$ cat config.mk
export PLATFORM = sky130hd
export DESIGN_NAME = stack_unit
export DESIGN_NICKNAME = d
export VERILOG_FILES = /design/src/rtl/stack_unit.sv
export SDC_FILE = /design/constraint.sdc
export NUM_CORES = 1
export LEC_CHECK = 0
export BUFFER_PORTS_ARGS = -buffer_cell sky130_fd_sc_hd__buf_4
export CORE_MARGIN = 2
export CORE_UTILIZATION = 45
export CTS_CLUSTER_DIAMETER = 30
export DETAILED_ROUTE_END_ITERATION = 8
export GPL_ROUTABILITY_DRIVEN = 0
export PLACE_DENSITY = 0.81
export SYNTH_ARGS = -nofsm -noshare
export SYNTH_HDL_FRONTEND = slang
export SYNTH_SLANG_ARGS = --single-unit
$ cat constraint.sdc
create_clock -name phi1 -period 2.9 [get_ports phi1]
set_clock_uncertainty 0.1 [all_clocks]
set_input_delay 0.29 -clock phi1 [delete_from_list [all_inputs] [get_ports phi1]]
set_output_delay 0.29 -clock phi1 [all_outputs]
set_load 0.1 [all_outputs]
$ cat src/rtl/stack_unit.sv
// Stack sequencer for the 6502 stack opcodes PHA, PHP, PLA, PLP, JSR, RTS, TXS and TSX.
// Owns the stack pointer, drives the stack memory port and returns results to A, P, X or PC.
module stack_unit #(
  parameter int                    REG_WIDTH  = 8,
  parameter int                    ADDR_WIDTH = 16,
  parameter logic [ADDR_WIDTH-1:0] STACK_BASE = 16'h0100,
  parameter logic [REG_WIDTH-1:0]  SP_RESET   = 8'hFD
) (
  input  logic                  phi1,
  input  logic                  reset_n,
  input  logic                  instruction_ready,
  input  logic [7:0]            opcode,
  input  logic [ADDR_WIDTH-1:0] ret_addr,
  input  logic [REG_WIDTH-1:0]  a_in,
  input  logic [REG_WIDTH-1:0]  p_in,
  input  logic [REG_WIDTH-1:0]  x_in,
  input  logic [REG_WIDTH-1:0]  data_in,
  output logic [ADDR_WIDTH-1:0] mem_addr,
  output logic [REG_WIDTH-1:0]  mem_wdata,
  output logic                  mem_we,
  output logic                  mem_re,
  output logic [REG_WIDTH-1:0]  sp,
  output logic [REG_WIDTH-1:0]  a_out,
  output logic [REG_WIDTH-1:0]  p_out,
  output logic [REG_WIDTH-1:0]  x_out,
  output logic [ADDR_WIDTH-1:0] pc_out,
  output logic                  a_we,
  output logic                  p_we,
  output logic                  x_we,
  output logic                  pc_we,
  output logic                  busy,
  output logic                  instruction_done
);

  // state   | meaning
  // IDLE    | waiting for a rising edge of instruction_ready
  // PUSH    | PHA/PHP write at sp, then sp-1
  // PUSH_HI | JSR writes return address high byte, then sp-1
  // PUSH_LO | JSR writes return address low byte, then sp-1
  // INC     | pull pre-increment of sp
  // RD      | read strobe at sp (PLA/PLP data, RTS low byte)
  // INC2    | RTS captures low byte, sp+1
  // RD_HI   | RTS read strobe for high byte
  // WB      | writeback of pulled data to A, P or PC
  // XFER    | TXS loads sp from X, TSX writes sp to X
  // DONE    | one-cycle completion pulse
  typedef enum logic [3:0] {
    IDLE, PUSH, PUSH_HI, PUSH_LO, INC, RD, INC2, RD_HI, WB, XFER, DONE
  } state_t;

  localparam logic [7:0] OP_PHA = 8'h48;
  localparam logic [7:0] OP_PHP = 8'h08;
  localparam logic [7:0] OP_PLA = 8'h68;
  localparam logic [7:0] OP_PLP = 8'h28;
  localparam logic [7:0] OP_JSR = 8'h20;
  localparam logic [7:0] OP_RTS = 8'h60;
  localparam logic [7:0] OP_TXS = 8'h9A;
  localparam logic [7:0] OP_TSX = 8'hBA;

  localparam logic [REG_WIDTH-1:0] SP_ONE     = REG_WIDTH'(1);
  localparam logic [REG_WIDTH-1:0] P_PUSH_SET = REG_WIDTH'(8'h30);
  localparam logic [REG_WIDTH-1:0] P_PULL_CLR = REG_WIDTH'(8'hEF);
  localparam logic [REG_WIDTH-1:0] P_PULL_SET = REG_WIDTH'(8'h20);

  state_t                  state;
  logic                    ready_d;
  logic [7:0]              op_q;
  logic [REG_WIDTH-1:0]    lo_q;
  logic [ADDR_WIDTH-1:0]   stack_addr;
  logic [ADDR_WIDTH-1:0]   pc_next;

  assign stack_addr = STACK_BASE + ADDR_WIDTH'(sp);
  assign pc_next    = ADDR_WIDTH'({data_in, lo_q}) + ADDR_WIDTH'(1);

  always_ff @(posedge phi1 or negedge reset_n) begin
    if (!reset_n) begin
      state   <= IDLE;
      sp      <= SP_RESET;
      ready_d <= 1'b0;
      op_q    <= 8'h00;
      lo_q    <= '0;
    end else begin
      ready_d <= instruction_ready;
      case (state)
        IDLE: begin
          if (instruction_ready && !ready_d) begin
            op_q <= opcode;
            case (opcode)
              OP_PHA, OP_PHP:         state <= PUSH;
              OP_JSR:                 state <= PUSH_HI;
              OP_PLA, OP_PLP, OP_RTS: state <= INC;
              OP_TXS, OP_TSX:         state <= XFER;
              default:                state <= IDLE;
            endcase
          end
        end
        PUSH: begin
          sp    <= sp - SP_ONE;
          state <= DONE;
        end
        PUSH_HI: begin
          sp    <= sp - SP_ONE;
          state <= PUSH_LO;
        end
        PUSH_LO: begin
          sp    <= sp - SP_ONE;
          state <= DONE;
        end
        INC: begin
          sp    <= sp + SP_ONE;
          state <= RD;
        end
        RD:      state <= (op_q == OP_RTS) ? INC2 : WB;
        INC2: begin
          // data_in now holds the byte read in RD
          lo_q  <= data_in;
          sp    <= sp + SP_ONE;
          state <= RD_HI;
        end
        RD_HI:   state <= WB;
        WB:      state <= DONE;
        XFER: begin
          if (op_q == OP_TXS) sp <= x_in;
          state <= DONE;
        end
        DONE:    state <= IDLE;
        default: state <= IDLE;
      endcase
    end
  end

  always_comb begin
    mem_addr         = '0;
    mem_wdata        = '0;
    mem_we           = 1'b0;
    mem_re           = 1'b0;
    a_out            = '0;
    p_out            = '0;
    x_out            = '0;
    pc_out           = '0;
    a_we             = 1'b0;
    p_we             = 1'b0;
    x_we             = 1'b0;
    pc_we            = 1'b0;
    instruction_done = 1'b0;
    case (state)
      PUSH: begin
        mem_we    = 1'b1;
        mem_wdata = (op_q == OP_PHP) ? (p_in | P_PUSH_SET) : a_in;
      end
      PUSH_HI: begin
        mem_we    = 1'b1;
        mem_wdata = ret_addr[2*REG_WIDTH-1:REG_WIDTH];
      end
      PUSH_LO: begin
        mem_we    = 1'b1;
        mem_wdata = ret_addr[REG_WIDTH-1:0];
      end
      RD, RD_HI: mem_re = 1'b1;
      WB: begin
        case (op_q)
          OP_PLA: begin
            a_out = data_in;
            a_we  = 1'b1;
          end
          OP_PLP: begin
            // B is not a real flag; the unused bit always reads back set
            p_out = (data_in & P_PULL_CLR) | P_PULL_SET;
            p_we  = 1'b1;
          end
          OP_RTS: begin
            pc_out = pc_next;
            pc_we  = 1'b1;
          end
          default: ;
        endcase
      end
      XFER: begin
        if (op_q == OP_TSX) begin
          x_out = sp;
          x_we  = 1'b1;
        end
      end
      DONE:    instruction_done = 1'b1;
      default: ;
    endcase
    if (mem_we || mem_re) mem_addr = stack_addr;
  end

  assign busy = (state != IDLE);

endmodule

---- Yosys cells after proc, flatten, opt, wreduce, memory -nomap -nowiden ----
Cells that the tools add are included.
word-level totals
  register bits ........................... 29
  bits in latches ......................... 0
  bits in writable memories ............... 0
  ROM bits ................................ 0
  input port bits ......................... 59
  output and inout bits ................... 80
  logic and storage cells ................. 78
  memories kept ........................... 0
operators by class
  add/subtract/negate cells ............... 4
  multiply operators ...................... 0
  div/mod/pow operators ................... 0
  $lt $le $gt $ge ......................... 0
  eq/ne operators ......................... 26
  shift-type cells ........................ 0
  mux-type cells .......................... 28
  bitwise operators ....................... 0
  reductions and logical operators ........ 15
operators by type and width
  kind                                                                 number
  8-bit two-way mux                                                    8
  8-bit one-hot mux with 3 select lines                                2
  8-bit by 7-bit == test with 1-bit output (second input constant)     5
  8-bit == test (second input constant)                                4
  16-bit two-way mux                                                   2
  4-bit one-hot mux with 7 select lines                                1
  8-bit by 6-bit == test with 1-bit output (second input constant)     3
  16-bit by 1-bit adder with 16-bit output (second input constant)     1
  4-bit by 3-bit == test with 1-bit output (second input constant)     4
  8-bit by 4-bit == test with 1-bit output (second input constant)     2
  4-bit one-hot mux with 4 select lines                                1
  4-bit == test (second input constant)                                3
  1-bit two-way mux                                                    11
  9-bit by 8-bit adder with 10-bit output (first input constant)       1
  10-bit two-way mux                                                   1
  8-bit by 1-bit adder with 8-bit output (second input constant)       1
  4-bit by 2-bit == test with 1-bit output (second input constant)     2
  4-bit two-way mux                                                    2
  2-bit OR reduction                                                   4
  8-bit by 1-bit subtractor with 8-bit output (second input constant)  1
  3-bit OR reduction                                                   2
  4-bit by 1-bit == test with 1-bit output (second input constant)     1
  4-bit logical NOT                                                    1
  2-bit inequality test (second input constant)                        2
  other kinds (7)                                                      8

---- Longest topological paths before layout ----
Gate-level depths: netlist of run 1.
  depth in word-level cells ............... 5
  mapped depth ............................ 9
  gate-level depth less buffers ........... 8

---- Worst setup path before layout of run 1 ----
No wires, ideal clock.
  path type ............................... register to output
  start ................................... register state[3]
  end ..................................... output port mem_addr[0]
  arrival time ............................ 4.837 ns
  required time ........................... 2.510 ns
  slack ................................... -2.327 ns
  cell stages (with the launch flop) ...... 6
  path buffers ............................ 2
  cell sequence ........................... dfrtp_1 buf_2 nor3_1 or2_2 clkbuf_1 and2_1
on the way
  cells in the longest elaborated chain, start to end .. 5
  elaborated cells between the ends (all ways) .. 11
  those cells by class .................... 5 x eq/ne; 3 x mux; 3 x reduce/logical
RTL lines
  element                                                                                                      RTL line  text
  from (decl)                                                                                                  65        state_t state;
  from (signal assigned)                                                                                       113       RD: state <= (op_q == OP_RTS) ? INC2 : WB;
  4-bit by 2-bit == test with 1-bit output / 4-bit by 1-bit == test with 1-bit output (equally long branches)  146       case (state)
  3-bit OR reduction (no source line) (*)                                                                      --
  1-bit two-way mux (*)                                                                                        146
  named net mem_we                                                                                             20        output logic mem_we,
  1-bit logical OR (*)                                                                                         187       if (mem_we || mem_re) mem_addr = stack_addr;
  10-bit two-way mux (*)                                                                                       187
  to (decl)                                                                                                    18        output logic [ADDR_WIDTH-1:0] mem_addr,
The timed path passes the listed nets; every way through them passes the cells marked *.

---- Worst setup path after layout of run 1 ----
  start ................................... register op_q[6]
  end ..................................... output port mem_wdata[3]
on the way
  cells in the longest elaborated chain, start to end .. 3
RTL lines
  element                                   RTL line  text
  from (decl)                               67        logic [7:0] op_q;
  from (signal assigned)                    87        op_q <= opcode;
  8-bit by 4-bit == test with 1-bit output  149       mem_wdata = (op_q == OP_PHP) ? (p_in | P_PUSH_SET) : a_in;
  8-bit two-way mux                         149
  8-bit one-hot mux with 3 select lines     146
  to (decl)                                 19        output logic [REG_WIDTH-1:0] mem_wdata,
No other way between the ends.

==> results.cfg, run 1 <==
[outcome]
status = finished, final reports clean

[placed_design]
pre_cts_ws_ps = 259.3
dpl.hpwl_mm = 5.528
io_buffer_count = 128

[critical_path]
critPathMaxStageDelay_ps = 560
r2r-end = sp[4]
cp_top_family = simple AND/OR/NAND/NOR gates
slowest_stage = and3b_1
path_buf_inv = 1
r2r_start = state[3]
cp_cell_sequence = nor4b_1, and3b_1, mux2i_1, o22ai_2, buf_4
crit_type = reg -> out
critPathArrivalTime_ps = 2430
r2r_slack_ps = 410
worstPathRequired_ps = 2510
cp_max_fo = 8
r2r_cells = 8
start_kind = flop
critPathCaptureType = output pin

[final_layout]
multiInputGateArea_sq_mm = 0.001770
fin_nets = 477
drive_above_1_share = 0.5396
ff_latch_area_sq_um = 735.7
fill_cells = 473
diodes = 0
area_growth_pct = 48.39

[power_and_ir_drop]
leakagePower_nw = 1.668
p_comb_frac = 0.387
power_density_mw_per_mm2 = 386.5
switching_share = 0.4359
seq_power_share = 0.381
power_mw = 1.425
peakVddDrop_mv = 0.2677
power.share.clock = 0.232
intPower_uw = 803.8
switching_power_uw = 621.3

[clocking]
clock_sinks = 29
cts_htree_levels = 2
cts_tree = built
cts_made_buffers = 5
clockRootBuffer = clkbuf_8
ctsLongestPathBuffers = 2
path_clk_slew_ps = 70
worstSkewPairLatency_ps = 280
cts_setup_buffers = 0

[global_route]
gr-usage-all-layers = 0.2199
grt_pass1_vias = 2402
top_usage_layer = met2
gr-total-overflow = 0
grt_use_met1 = 0.2605
grt_max_degree = 30
antenna_found_initial = 0
grt_pass1_wl_mm = 10.89
use_met2 = 0.4078
use_met3 = 0.03563

[synth]
synth_edf_count = 0
synth_ff_type = dfrtp_1
avgSynthCellArea_sq_um = 8.423
ys_ff_latch = 29
ys_async_sr_fraction = 1.000
syn-cell-area_sq_mm = 0.002485
yosys_warnings = 0
syn_inst = 295
synth_cell_types = 53
seq_area_frac_synth = 0.2956

[detailed_routing]
drt-pass1-iter-count = 4
ant_nets = 0
routed_wl_mm = 7.019
drt_iter0_markers = 109
vias = 2635
routed_via_density = 5.389
drc = 0
wire_per_inst_microns = 14.35

[sta]
post-route-min-period_ps = 2823
hold_viol = 0
tightest_slew_ps = 575.8
finalWorstSetupSlack_ps = 76.51
clock.fmax_ghz = 0.3542
finalSetupViolCount = 0
rsz0062_at_grt = false
slew_headroom = 0.6140
maxSlewViolCount = 0
finalCritPeriodShare = 0.9736

[hold_path]
whs_path_depth = 1
min_to = ready_d
min_from = instruction_ready
hp-class = in -> reg

[die]
start_util = 0.4597
io_pins = 139
core_area_sq_mm = 0.005405
die_h_microns = 78.31
rows = 27
die_area_sq_mm = 0.006132
dieWidth_microns = 78.31

[job]
cap_violations = 0
through the flow:
stage,util,instance area [sq um],std cells,hold WS [ps],setup TNS (ps)
after floorplan,-,2669,302,-105.6,-2735
after global placement,0.6646,3592,480,136.2,0
after detailed placement,0.6646,3592,480,139.7,0
after CTS,0.6817,3685,489,10.47,0
after global routing,0.6822,3687,489,13.39,0
final,0.6822,3687,489,16.44,0
routing by layer:
layer / up-vias / share of wire
met2: 106 / 0.52
met5: - / 0
met1: 1238 / 0.42
met3: 5 / 0.056
met4: 0 / 0.0080
li1: 1286 / -
cells in the mapped netlist, drive strengths merged, types with 2 or more instances:
master,n,area share
nor2,36,0.055
and3,6,0.015
ha,2,0.010
or3,2,0.0050
o22ai,10,0.025
inv,4,0.0060
or4,3,0.011
nand2,14,0.021
a31oi,4,0.010
and2,31,0.078
nor2b,3,0.0076
clkbuf,8,0.012
mux2i,15,0.060
and4b,2,0.0081
a21oi,4,0.0081
and4,3,0.011
xnor2,6,0.021
xor2,9,0.032
dfrtp,22,0.22
nor3b,2,0.010
or2,3,0.0076
nand2b,2,0.0050
mux2,16,0.073
o21ai,7,0.014
a22oi,3,0.0091
dfstp,7,0.074
nor4,2,0.0050
nand4,5,0.013
o31ai,2,0.0060
buf,17,0.047
nor3,12,0.028
nand3,16,0.032
o2bb2ai,4,0.014
final cells by class:
| cell class | instances | area share |
|---|---|---|
| inverters | 4 | 0.004072 |
| clock inverters | 2 | 0.002715 |
| repair buffers | 132 | 0.2694 |
| clock buffers | 6 | 0.01968 |
| flip-flops and latches | 29 | 0.1995 |
| well taps | 72 | 0.02443 |
| multi-input cells | 244 | 0.4801 |
cell usage in the layout, fill, tap and decap left out, drive strengths merged, types with 5 or more instances in the layout:
cell type	n
nand4	5
and3	6
nor2	36
dfstp	7
mux2i	15
xnor2	6
dfrtp	22
xor2	9
buf	131
o21ai	7
nand2	14
nand3	16
clkbuf	6
mux2	16
conb	8
nor3	12
and2	31
o22ai	10
timing repair:
action	CTS	global route
endpoints found under the setup margin	14	16
hold buffers	1	0
endpoints found under the hold margin	22	0
gates resized for setup	1	1
cell families after synthesis:
family	after synthesis	synth area share
AOI/OAI and AO/OA	41	0.1103
xor gates and xnor gates	15	0.05287
adders and majority gates	2	0.01007
buffers and inverters	29	0.06546
DFF	29	0.2956
muxes	31	0.1329
other	1	0.001509
and+or+nand+nor	147	0.3313
worst max path at each step:
stage                     startpoint           end  slack, ps  cells past startpoint
after detailed placement    state[2]     pc_out[3]        260                      6
after global placement       op_q[1]     pc_out[7]        320                      6
after global routing         op_q[6]  mem_wdata[1]         10                      5
after floorplan             state[2]    pc_out[15]       -270                      6
after CTS                   state[2]     pc_out[3]          8                      6
final                        op_q[6]  mem_wdata[3]         80                      5
sequential cells by signal, indices dropped and copies added, names as in the netlist:
register,count
state,4
lo_q,8
op_q,8
sp,8
ready_d,1
power groups by stage:
| stage | Combinational [mW] | Clock, mW | Sequential [mW] |
|---|---|---|---|
| after floorplan | 0.258 | 0 | 0.690 |
| after detailed placement | 0.549 | 0 | 0.548 |
| after global routing | 0.582 | 0.354 | 0.553 |
| after global placement | 0.540 | 0 | 0.545 |
| final | 0.552 | 0.331 | 0.542 |
| after CTS | 0.553 | 0.342 | 0.540 |
No activity file was read; power rests on OpenSTA's default activity.
==> run 2, diff against run 1 <==
- CORE_ASPECT_RATIO: unset -> 0.9
==> run 2 against run 1 <==
Effect of this change: core utilization rose by 2.2 points; fmax rose by 1.6%; sequential share of layout area fell by 0.20 points; final area rose by 1.0%; die area barely moved; combinational power barely moved; non-clock buffer count rose by 2; sequential power rose by 1%.
==> results.cfg, run 2 (synthesized netlist as in run 1, its figures left out) <==
[outcome]
status = finished, final reports clean

[critical_path]
slowest_stage = or4_4
r2r-end = sp[4]
crit_type = reg -> out
critPathArrivalTime_ps = 2390
path_depth = 6
crit_path_start = op_q[1]
path_buf_inv = 1
cp_cell_sequence = nor3_2, nand3_1, or4_4, or2_4, nor2_1, buf_4
crit_end = pc_out[7]
critPathCaptureType = output pin
cp_top_family = simple AND/OR/NAND/NOR gates
r2r_cells = 7
critPathMaxStageDelay_ps = 490
cp_max_fo = 17
start_kind = flop
r2r_slack_ps = 460
worstPathRequired_ps = 2510
r2r_start = state[2]

[placed_design]
pre_cts_ws_ps = 248.3
dpl.hpwl_mm = 5.699
dp_cells = 476
io_buffer_count = 128

[power_and_ir_drop]
peakVddDrop_mv = 0.2802
leakagePower_nw = 1.689
power_density_mw_per_mm2 = 392.5

[sta]
finalWorstSetupSlack_ps = 121.5
finalCritPeriodShare = 0.9581
post-route-min-period_ps = 2779
finalSetupViolCount = 0
hold_viol = 0
tightest_slew_ps = 634.8
maxSlewViolCount = 0
clock.fmax_ghz = 0.3599
slew_headroom = 0.5745

[detailed_routing]
drt-met1-wl_mm = 2.987
wire_per_inst_microns = 14.95
drt_iter0_markers = 121
met3WireLength_microns = 527
routed.top_layer = met4
vias = 2631
drt-pass1-iter-count = 4
drc = 0
routed_wl_mm = 7.265
wl_met2_mm = 3.687
ant_nets = 0
routed_via_density = 5.414

[global_route]
grt_pass1_wl_mm = 11.49
grt_pass1_vias = 2401
grt_max_degree = 30
gr-total-overflow = 0
antenna_found_initial = 0
gr-usage-all-layers = 0.2404

[clocking]
cts_made_buffers = 5
path_clk_slew_ps = 60
ctsLongestPathBuffers = 2
cts_tree = built
worstSkewPairLatency_ps = 280
cts_htree_levels = 2
clock_sinks = 29
clockRootBuffer = clkbuf_8

[final_layout]
fin_util = 0.7046
fill_cells = 417
final_common_cell = buf_4
drive_above_1_share = 0.5489
mostFrequentLayoutCells = buf_4, nor2_1, and2_2
area_growth_pct = 49.90
top_regs = lo_q: 8 flops, op_q: 8 flops, sp: 8 flops
diodes = 0
fin_nets = 479
final_cells = 486

[die]
core_area_sq_mm = 0.005286
dieWidth_microns = 82.33
io_pins = 139
die_h_microns = 74.50
start_util = 0.4701
die_area_sq_mm = 0.006133
rows = 25

[hold_path]
hp-class = in -> reg

[job]
cap_violations = 0
## run 2: cell types whose count changed in the layout (fill, tap and decap cells not counted), sizes merged
cell / previous run / this run
clkinv: 2 / 1
clkbuf: 6 / 7
buf: 131 / 133
## run 2: per-layer routing
metal,vias up,track usage
met5,-,0
met4,0,0.06111
met3,7,0.03641
met2,105,0.4220
met1,1228,0.3095
li1,1291,-
## run 2: power breakdown
part / total (mW) / leakage (nW) / internal [mW] / switching (mW)
Sequential: 0.548 / 0.355 / 0.464 / 0.0835
Clock: 0.361 / 0.0542 / 0.214 / 0.147
Combinational: 0.553 / 1.28 / 0.174 / 0.379
Total: 1.46 / 1.69 / 0.852 / 0.610
## run 2: per-stage QoR
| step | total power, mW | instance area [sq um] | TNS, ps | hold WS, ps |
|---|---|---|---|---|
| floorplan | 0.9477 | 2669 | -2735 | -105.6 |
| global placement | 1.089 | 3593 | 0 | 132.2 |
| detailed placement | 1.099 | 3593 | 0 | 135.6 |
| CTS | 1.466 | 3707 | 0 | 15.26 |
| global route | 1.535 | 3725 | -33.54 | 19.41 |
| finish | 1.462 | 3725 | 0 | 19.96 |
## run 2: how the worst min path moves through the flow
| stage | cells after the start | startpoint | slack [ps] | end |
|---|---|---|---|---|
| 3_3_place_gp | 1 | reset_n | 130 | sp[1] |
| 6_report | 1 | instruction_ready | 20 | ready_d |
| 4_1_cts | 1 | instruction_ready | 20 | ready_d |
| 2_1_floorplan | 0 | reset_n | -110 | lo_q[0] |
| 3_5_place_dp | 1 | reset_n | 140 | sp[1] |
| 5_1_grt | 1 | instruction_ready | 20 | ready_d |
## run 2: timing repair
item	4_1_cts	5_1_grt
setup endpoints to repair	16	20
hold buffers	1	0
gates resized for setup	2	4
pin swaps	0	1
buffers inserted	0	1
endpoints found under the hold margin	22	0
## run 2: cell type report
class / count / area, sq um / share of cell area
tap: 67 / 83.83 / 0.02251
sequential: 29 / 735.7 / 0.1975
multi-input combinational: 244 / 1773 / 0.4760
clock buffer: 7 / 96.34 / 0.02586
timing repair buffer: 134 / 1016 / 0.2728
inverter: 4 / 15.01 / 0.004031
clock inverter: 1 / 5.005 / 0.001344
## run 2: worst reg2reg max path, delay by kind of cell (launching register included)
kind / cells / cell delay [ps]
XOR/XNOR: 1 / 130
AO/OA/AOI/OAI: 3 / 550
flip-flops: 1 / 470
AND/OR/NAND/NOR: 2 / 870
adder cells (fa/ha/maj): 1 / 250
==> run 3, diff against run 2 <==
- CORE_UTILIZATION: 45 -> 49
- PLACE_DENSITY: 0.81 -> 0.87
- clock period: 2.9 -> 3.25 ns (I/O delays scaled with it)
==> run 3 against run 2 <==
Effect of this change: global-route usage is 3.6 points higher; setup slack better by 97 ps; critical path depth stayed put; register-to-register slack better by 170 ps.
==> results.cfg, run 3 (synthesized netlist as in run 1, its figures left out) <==
[hold_path]
whs_path_depth = 1
min_from = instruction_ready
hp-class = in -> reg
min_to = ready_d

[detailed_routing]
drc = 0
drt-pass1-iter-count = 4
routed_via_density = 5.641
routed_wl_mm = 7.503
ant_nets = 0
wire_per_inst_microns = 15.57
vias = 2719
drt_iter0_markers = 134

[clocking]
cts_htree_levels = 2
worstSkewPairLatency_ps = 290
cts_tree = built
clock_sinks = 29
cts_setup_buffers = 0
clockRootBuffer = clkbuf_8
ctsLongestPathBuffers = 2
cts_made_buffers = 5
path_clk_slew_ps = 60

[outcome]
status = finished, final reports clean

[final_layout]
drive_above_1_share = 0.4724
diodes = 0
area_growth_pct = 45.27
final_cells = 482
fin_nets = 477
fin_area_sq_mm = 0.003610
final_common_cell = buf_4
mostFrequentLayoutCells = buf_4, nor2_1, dfrtp_1
top_regs = lo_q: 8 flops, op_q: 8 flops, sp: 8 flops
fill_cells = 393

[critical_path]
r2r_slack_ps = 630
cp_top_family = simple AND/OR/NAND/NOR gates
r2r_start = state[2]
path_depth = 6
crit_type = reg -> out
start_kind = flop
r2r-end = sp[4]
critPathCaptureType = output pin
cp_max_fo = 17
critPathArrivalTime_ps = 2610
cp_cell_sequence = nor3_2, nand3_1, or4_4, or2_2, nor2_1, buf_4
r2r_cells = 7
path_buf_inv = 1
worstPathRequired_ps = 2820
slowest_stage = or4_4
critPathMaxStageDelay_ps = 560

[sta]
clock.fmax_ghz = 0.3299
maxSlewViolCount = 0
worst_hold_slack_ps = 49.91
finalSetupViolCount = 0
hold_viol = 0
tightest_slew_ps = 628.2
finalCritPeriodShare = 0.9327
finalWorstSetupSlack_ps = 218.7
post-route-min-period_ps = 3031
slew_headroom = 0.5789
rsz0062_at_grt = false

[global_route]
grt_pass1_wl_mm = 12.48
gr-usage-all-layers = 0.2761
antenna_found_initial = 0
grt_max_degree = 30
gr-total-overflow = 0
grt_pass1_vias = 2617

[placed_design]
pre_cts_ws_ps = 488.6
dpl.hpwl_mm = 5.865
dp_cells = 473
placed_area_sq_mm = 0.003498
io_buffer_count = 128

[power_and_ir_drop]
peakVddDrop_mv = 0.2924
power_density_mw_per_mm2 = 363.7
power_mw = 1.313
leakagePower_nw = 1.647

[die]
die_h_microns = 71.56
die_area_sq_mm = 0.005658
dieWidth_microns = 79.07
rows = 24
core_area_sq_mm = 0.004865
io_pins = 139
start_util = 0.5108

[job]
cap_violations = 0
==> run 3: cell types whose count changed in the layout (fill, tap and decap cells not counted), moves of 2 or more <==
| cell | delta |
|---|---|
| and2_2 | -11 |
| o22ai_1 | +8 |
| buf_6 | -2 |
| and2_4 | -7 |
| and2_1 | +18 |
| o22ai_2 | -8 |
==> run 3: per-stage QoR <==
step	util	setup TNS (ps)
finish	0.7420	0
global placement	0.7191	0
floorplan	-	-437.0
detailed placement	0.7191	0
global route	0.7420	0
CTS	0.7420	0
==> run 3: where the power goes <==
group / switching, mW / internal [mW]
sequential: 0.0768 / 0.414
clock: 0.136 / 0.191
combinational: 0.341 / 0.155
==> run 3: cell type report <==
cell class                      instances  area (sq um)  share of cell area
Clock buffer                            7         96.34             0.02669
Tap cell                               65         81.33             0.02253
Multi-Input combinational cell        244          1684              0.4666
Sequential cell                        29         734.5              0.2035
Clock inverter                          1         5.005            0.001386
Timing Repair Buffer                  132         993.5              0.2752
Inverter                                4         15.01            0.004159
==> run 3: worst max-delay path by stage <==
stage,start,slack (ps),to
2_1_floorplan,state[2],-230,mem_addr[0]
3_3_place_gp,op_q[1],540,pc_out[4]
3_5_place_dp,op_q[1],490,pc_out[4]
4_1_cts,op_q[1],150,pc_out[4]
5_1_grt,op_q[1],80,pc_out[3]
6_report,op_q[1],220,pc_out[4]
==> run 3: repair_timing <==
action | 4_1_cts | 5_1_grt
hold endpoints to repair | 22 | 0
gates resized for setup | 0 | 1
setup endpoints to repair | 0 | 1
hold buffers | 1 | 0
==> run 3: routing by layer <==
| metal | share of wire | global-route usage |
|---|---|---|
| met4 | 0.023 | 0.1034 |
| met2 | 0.52 | 0.4821 |
| met3 | 0.063 | 0.05793 |
| met1 | 0.40 | 0.3363 |
| met5 | 0 | 0 |
